`config.mk`:
```
export PLATFORM = sky130hd
export DESIGN_NAME = prediction_controller
export DESIGN_NICKNAME = d
export VERILOG_FILES = /design/src/rtl/prediction_controller_pkg.sv /design/src/rtl/sat_counter2.sv /design/src/rtl/prediction_controller.sv
export SDC_FILE = /design/constraint.sdc
export NUM_CORES = 1
export LEC_CHECK = 0
export ABC_CLOCK_PERIOD_IN_PS = 2500
export CORE_MARGIN = 3
export CORE_UTILIZATION = 60
export CTS_CLUSTER_DIAMETER = 50
export DETAILED_ROUTE_END_ITERATION = 10
export GPL_TIMING_DRIVEN = 0
export PLACE_DENSITY = 0.8
export SYNTH_ARGS = -nofsm -noshare
export SYNTH_HDL_FRONTEND = slang
export SYNTH_SLANG_ARGS = --single-unit
```
`constraint.sdc`:
```
create_clock -name clk -period 2.5 [get_ports clk]
set_input_delay 0.5 -clock clk [delete_from_list [all_inputs] [get_ports clk]]
set_output_delay 0.5 -clock clk [all_outputs]
set_load 0.05 [all_outputs]
```
`src/rtl/prediction_controller_pkg.sv`:
```
// ============================================================================
// Module      : prediction_controller_pkg
// Description : Shared mode encodings, chooser thresholds and reset values.
// Revision    : 1.0 - initial release
// ============================================================================
`default_nettype none

package prediction_controller_pkg;

    typedef enum logic [1:0] {
        MODE_WARMUP   = 2'd0,
        MODE_NORMAL   = 2'd1,
        MODE_FALLBACK = 2'd2
    } mode_e;

    localparam logic [1:0] c_choose_dp_thresh = 2'd2;
    localparam logic [2:0] c_dp_miss_limit    = 3'd4;
    localparam logic [1:0] c_table_reset_val  = 2'd1;

    function automatic int res_width(input int a, input int b);
        return $clog2((a > b) ? a : b) + 1;
    endfunction

endpackage

`default_nettype wire

```
`src/rtl/sat_counter2.sv`:
```
// ============================================================================
// Module      : sat_counter2
// Description : 2-bit saturating up/down counter with hold.
// Revision    : 1.0 - initial release
// ============================================================================
`default_nettype none

module sat_counter2 #(
    parameter logic [1:0] RESET_VAL = 2'd1
) (
    input  logic       clk,
    input  logic       rst_n,
    input  logic       i_inc,
    input  logic       i_dec,
    output logic [1:0] o_cnt
);

    logic [1:0] r_cnt;

    always_ff @(posedge clk or negedge rst_n) begin
        if (!rst_n) begin
            r_cnt <= RESET_VAL;
        end else if (i_inc && (r_cnt != 2'd3)) begin
            r_cnt <= r_cnt + 2'd1;
        end else if (i_dec && (r_cnt != 2'd0)) begin
            r_cnt <= r_cnt - 2'd1;
        end
    end

    assign o_cnt = r_cnt;

endmodule

`default_nettype wire

```
`src/rtl/prediction_controller.sv`:
```
// ============================================================================
// Module      : prediction_controller
// Description : Tournament chooser between static and dynamic predictors with
//               warm-up and fallback modes, tracking branches IF -> ID -> EX.
// Revision    : 1.0 - initial release
// ============================================================================
`default_nettype none

module prediction_controller
    import prediction_controller_pkg::*;
#(
    parameter int IDX_W      = 4,
    parameter int WARMUP_N   = 8,
    parameter int FALLBACK_N = 16
) (
    input  logic             clk,
    input  logic             rst_n,
    input  logic             PL_stall_ex,
    input  logic             PL_flush,
    input  logic             branch_if,
    input  logic [IDX_W-1:0] pc_idx,
    input  logic             SP_prediction_result,
    input  logic             DP_prediction_result,
    input  logic             branch_ex,
    input  logic             actual_taken_ex,
    output logic             final_prediction,
    output logic             prediction_result_id,
    output logic             prediction_result_ex,
    output logic             mispredict_ex,
    output logic [1:0]       mode
);

    localparam int                 c_entries    = 1 << IDX_W;
    localparam int                 c_res_w      = res_width(WARMUP_N, FALLBACK_N);
    localparam logic [c_res_w-1:0] c_warmup_n   = c_res_w'(WARMUP_N);
    localparam logic [c_res_w-1:0] c_fallback_n = c_res_w'(FALLBACK_N);

    mode_e              r_mode;
    mode_e              w_mode_dec;
    logic [c_res_w-1:0] r_res;
    logic [c_res_w-1:0] w_res_inc;
    logic [2:0]         r_miss;
    logic [2:0]         w_miss_next;

    logic               r_id_valid, r_id_pred, r_id_sp, r_id_dp, r_id_used_dp;
    logic [IDX_W-1:0]   r_id_idx;
    logic               r_ex_valid, r_ex_pred, r_ex_sp, r_ex_dp, r_ex_used_dp;
    logic [IDX_W-1:0]   r_ex_idx;

    logic [1:0]         w_tbl [c_entries];
    logic [c_entries-1:0] w_inc;
    logic [c_entries-1:0] w_dec;
    logic               w_use_dp;
    logic               w_update;
    logic               w_train;

    // The unused encoding behaves exactly like WARMUP.
    always_comb begin
        case (r_mode)
            MODE_NORMAL:   w_mode_dec = MODE_NORMAL;
            MODE_FALLBACK: w_mode_dec = MODE_FALLBACK;
            default:       w_mode_dec = MODE_WARMUP;
        endcase
    end

    // Lookup reads the registered counters, so a same-cycle update is not visible.
    assign w_use_dp         = (w_mode_dec == MODE_NORMAL) && (w_tbl[pc_idx] >= c_choose_dp_thresh);
    assign final_prediction = branch_if & (w_use_dp ? DP_prediction_result : SP_prediction_result);

    assign w_update      = branch_ex & r_ex_valid & ~PL_stall_ex;
    assign w_train       = w_update & (r_ex_sp != r_ex_dp);
    assign mispredict_ex = branch_ex & r_ex_valid & (r_ex_pred != actual_taken_ex);

    generate
        for (genvar gi = 0; gi < c_entries; gi++) begin : g_table
            assign w_inc[gi] = w_train && (r_ex_idx == IDX_W'(gi)) && (r_ex_dp == actual_taken_ex);
            assign w_dec[gi] = w_train && (r_ex_idx == IDX_W'(gi)) && (r_ex_sp == actual_taken_ex);

            sat_counter2 #(
                .RESET_VAL (c_table_reset_val)
            ) u_cnt (
                .clk   (clk),
                .rst_n (rst_n),
                .i_inc (w_inc[gi]),
                .i_dec (w_dec[gi]),
                .o_cnt (w_tbl[gi])
            );
        end
    endgenerate

    always_ff @(posedge clk or negedge rst_n) begin
        if (!rst_n) begin
            r_id_valid   <= 1'b0;
            r_id_pred    <= 1'b0;
            r_id_sp      <= 1'b0;
            r_id_dp      <= 1'b0;
            r_id_used_dp <= 1'b0;
            r_id_idx     <= '0;
            r_ex_valid   <= 1'b0;
            r_ex_pred    <= 1'b0;
            r_ex_sp      <= 1'b0;
            r_ex_dp      <= 1'b0;
            r_ex_used_dp <= 1'b0;
            r_ex_idx     <= '0;
        end else if (!PL_stall_ex) begin
            r_id_valid   <= branch_if & ~PL_flush;
            r_id_pred    <= final_prediction;
            r_id_sp      <= SP_prediction_result;
            r_id_dp      <= DP_prediction_result;
            r_id_used_dp <= branch_if & w_use_dp;
            r_id_idx     <= pc_idx;
            r_ex_valid   <= r_id_valid;
            r_ex_pred    <= r_id_pred;
            r_ex_sp      <= r_id_sp;
            r_ex_dp      <= r_id_dp;
            r_ex_used_dp <= r_id_used_dp;
            r_ex_idx     <= r_id_idx;
        end
    end

    assign w_res_inc = r_res + c_res_w'(1);

    // Only misses on branches that were actually steered to DP build the streak.
    always_comb begin
        w_miss_next = r_miss;
        if (r_ex_dp == actual_taken_ex) begin
            w_miss_next = 3'd0;
        end else if (r_ex_used_dp && (r_miss != 3'd7)) begin
            w_miss_next = r_miss + 3'd1;
        end
    end

    always_ff @(posedge clk or negedge rst_n) begin
        if (!rst_n) begin
            r_mode <= MODE_WARMUP;
            r_res  <= '0;
            r_miss <= 3'd0;
        end else if (w_update) begin
            r_res  <= w_res_inc;
            r_miss <= w_miss_next;
            case (w_mode_dec)
                MODE_NORMAL: begin
                    if (w_miss_next >= c_dp_miss_limit) begin
                        r_mode <= MODE_FALLBACK;
                        r_miss <= 3'd0;
                        r_res  <= '0;
                    end
                end
                MODE_FALLBACK: begin
                    if (w_res_inc >= c_fallback_n) begin
                        r_mode <= MODE_NORMAL;
                        r_res  <= '0;
                    end
                end
                default: begin
                    if (w_res_inc >= c_warmup_n) begin
                        r_mode <= MODE_NORMAL;
                        r_res  <= '0;
                    end
                end
            endcase
        end
    end

    assign prediction_result_id = r_id_pred;
    assign prediction_result_ex = r_ex_pred;
    assign mode                 = r_mode;

endmodule

`default_nettype wire

```
==> results.sh <==
export IMPL_status="complete, no violations"
export IMPL_finalSetupViolCount=0
export IMPL_drtPass1Iterations=5
export IMPL_yosys_top_cells_area="dfrtp_1, dfstp_2, a21oi_1"
export IMPL_setup_worst_path_start_class="flip-flop"
export IMPL_crit_arrival_ns=1.99
export IMPL_whs_ns=0.157
export IMPL_clockPowerShare_pct=31.4
export IMPL_drv_cap=0
export IMPL_htreeDepth=3
export IMPL_vias=2802
export IMPL_num_nets_final=391
export IMPL_drv_slew=0
export IMPL_clkSinkCount=60
export IMPL_rsz0062_at_grt="yes"
export IMPL_num_rows=26
export IMPL_final_cell_count_no_fill=447
export IMPL_ios=19
export IMPL_min_delay_path_class="primary input to async pin"
export IMPL_grt_pass1_vias=2590
export IMPL_gr_total_overflow=0
export IMPL_drcViolationCount=0
export IMPL_syn_to_final_growth_pct=16.7
export IMPL_avgSynthCellArea_um2=9.75
export IMPL_yosys_warnings=0
export IMPL_grt_usage_pct=25.5
export IMPL_p_sw_uw=925
export IMPL_fmax_mhz=401
export IMPL_drive_above_1_share_pct=23.9
export IMPL_synth_seq_cells=60
export IMPL_cp_max_fo=5
export IMPL_layout_common_cells="a21oi_1, dfrtp_1, nor2_1, nand2_1, a31oi_1"
export IMPL_synthArstFlopShare_pct=100
export IMPL_avgRoutedWirePerCell_um=17.2
export IMPL_antenna_found_initial=0
export IMPL_portBuffers=15
export IMPL_pwr_share_comb_pct=26.0
export IMPL_fill_cells=378
export IMPL_grt_max_degree=36
export IMPL_syn_area_um2=3310
export IMPL_yosys_area_top_type_share_pct=33.2
export IMPL_totalWireLength_um=7680
export IMPL_fin_skew_ns=0.0120
export IMPL_seqPwrFrac_pct=42.7
export IMPL_switching_share_pct=33.5
export IMPL_syn_inst=340
export IMPL_hold_violations=0
export IMPL_fin_crit_ns=2.49
export IMPL_layout_commonest_cell="a21oi_1"
export IMPL_yosysSeqAreaShare_pct=45.9
export IMPL_irDropWorstVdd_uv=452
export IMPL_period_share_pct=99.8
export IMPL_ys_types=47
export IMPL_cts_path_max_buffers=2
export IMPL_finalSetupTns_ns=0
export IMPL_syn_nets=358
export IMPL_met1_usage_pct=35.4
export IMPL_use_met3_pct=3.81
export IMPL_drt_initial_drc_count=235
export IMPL_top_usage_layer="met2"
export IMPL_cts_tree="built"
export IMPL_synth_top_cell_by_area="dfrtp_1"
export IMPL_tightest_slew_ns=0.614
export IMPL_synth_flop_cell="dfrtp_1"
export IMPL_detailedPlacementHpwl_um=5300
export IMPL_viasPerCell=6.27
export IMPL_place_inst=426
export IMPL_core_area_um2=5240
export IMPL_dieArea_um2=6450
export IMPL_die_w_um=80.3
export IMPL_cts_hold_fix_buffers=0
export IMPL_critical_path_endpoint_type="primary output"
export IMPL_place_congestion=0.853
export IMPL_slew_headroom_pct=58.8
export IMPL_intPower_mw=1.84
export IMPL_p_leak_nw=1.67
export IMPL_cts_root_buf="clkbuf_8"
export IMPL_grt_pass1_wl_um=12500
export IMPL_cts_clk_slew_worst_paths_ns=0.07
export IMPL_clock_latency_ns=0.35
export IMPL_met2_usage_pct=38.7
export IMPL_cts_made_buffers=9
export IMPL_p_per_area_nw_per_um2=714
export IMPL_insertedDiodeCount=0
export IMPL_ant_nets=0
export IMPL_synth_edf_count=0
export IMPL_required_ns=2.00
export IMPL_critPathKind="flip-flop to primary output"
export IMPL_start_util_pct=63.3
export IMPL_die_h_um=80.3
worst paths after layout:
path,startpoint,to,slack [ns],cells past startpoint
worst min register to register,r_id_valid,r_id_valid,0.49,2
worst min-delay path,rst_n,g_table[8].u_cnt.o_cnt[1],0.16,1
max in group asynchronous,rst_n,g_table[3].u_cnt.o_cnt[0],1.69,2
worst max register to register,r_miss[0],r_res[3],0.34,7
min in group clk,r_id_valid,r_id_valid,0.49,2
worst max-delay path,g_table[12].u_cnt.o_cnt[1],final_prediction,0.005,6
stage by stage:
step | instance area (um^2) | total power, mW | util [%] | setup slack, ns
CTS | 3770 | 2.73 | 72.0 | -0.0409
finish | 3870 | 2.76 | 73.9 | 0.00510
floorplan | 3320 | 1.66 | - | 0.0471
global placement | 3560 | 1.84 | 67.9 | -1.01
global route | 3870 | 2.89 | 73.9 | -0.0553
detailed placement | 3570 | 1.87 | 68.2 | -1.04
cell usage after synthesis, types with 2 or more instances:
cell        n
dfstp_2    16
o22ai_1    11
nor2b_1     2
mux2_2     14
xnor2_1     4
and2b_2     2
o21ai_0    12
nand3_1    16
a21oi_1    49
ha_1        5
nand4_1     2
a2111oi_0   4
a21o_1     13
o211ai_1    2
xor2_1      3
dfrtp_1    44
nand2_1    24
o41ai_1     2
nor2_1     35
clkbuf_1    5
buf_4       3
buf_2       3
and2_1      2
o31ai_1     7
nor4b_4     2
a22o_1      2
clkbuf_8    2
a31oi_1    17
inv_1      12
mux2i_1     6
nand2b_1    3
registers in the layout, summed over array words and instances (netlist names):
name,count
r_ex_dp,1
r_ex_sp,1
prediction_result_id,1
r_ex_idx,4
r_ex_used_dp,1
r_res,5
r_id_dp,1
r_id_valid,1
prediction_result_ex,1
r_miss,3
r_id_used_dp,1
r_ex_valid,1
g_table.u_cnt.o_cnt,32
mode,2
r_id_sp,1
r_id_idx,4
area by class of cell:
class	count	area, um^2	area share (%)
buffer	15	98.8	2.55
clock buffer	10	138	3.56
clock inverter	5	52.6	1.36
inverter	12	45.0	1.16
multi-input combinational	253	1720	44.5
sequential	60	1520	39.4
tap	70	87.6	2.26
timing repair buffer	22	203	5.24
power groups by stage:
stage                     registers [mW]  clock network (mW)  logic, mW
after floorplan                     1.22                   0      0.445
after global placement              1.18                   0      0.652
after detailed placement            1.19                   0      0.675
after CTS                           1.17               0.874      0.683
after global routing                1.19               0.912      0.789
final                               1.18               0.866      0.717
per-layer routing:
metal  vias to the layer above  share of wire (%)  wire length, um
met5                         -                  0                0
met4                         0                2.5              193
met3                        20                6.4              490
met2                       106                 47             3630
met1                      1351                 44             3360
li1                       1325                  -                -
logic make-up (layout without fill, tap and decap cells):
logic type | after synthesis | count (layout) | synth area share [%]
AND/OR/NAND/NOR | 95 | 95 | 14.9
multiplexers | 22 | 22 | 8.04
XOR/XNOR | 8 | 8 | 2.34
buffers and inverters | 27 | 64 | 4.34
adder cells (fa/ha/maj) | 5 | 5 | 1.89
flip-flops | 60 | 60 | 45.9
AO/OA/AOI/OAI | 123 | 123 | 22.6
worst max-delay path, cell delays in order, from the launching register on:
cell and delay [ns]:
dfrtp_1 0.44, mux4_2 0.50, nor2b_2 0.17, or4_4 0.16
nand3_2 0.06, a21oi_2 0.16, buf_6 0.17
what timing repair did:
action / 4_1_cts / 5_1_grt
resized for setup: 19 / 19
buffers inserted: 0 / 6
pin swaps: 0 / 3
setup endpoints to repair: 2 / 1
Note: power is estimated with default switching activity, not from simulation.
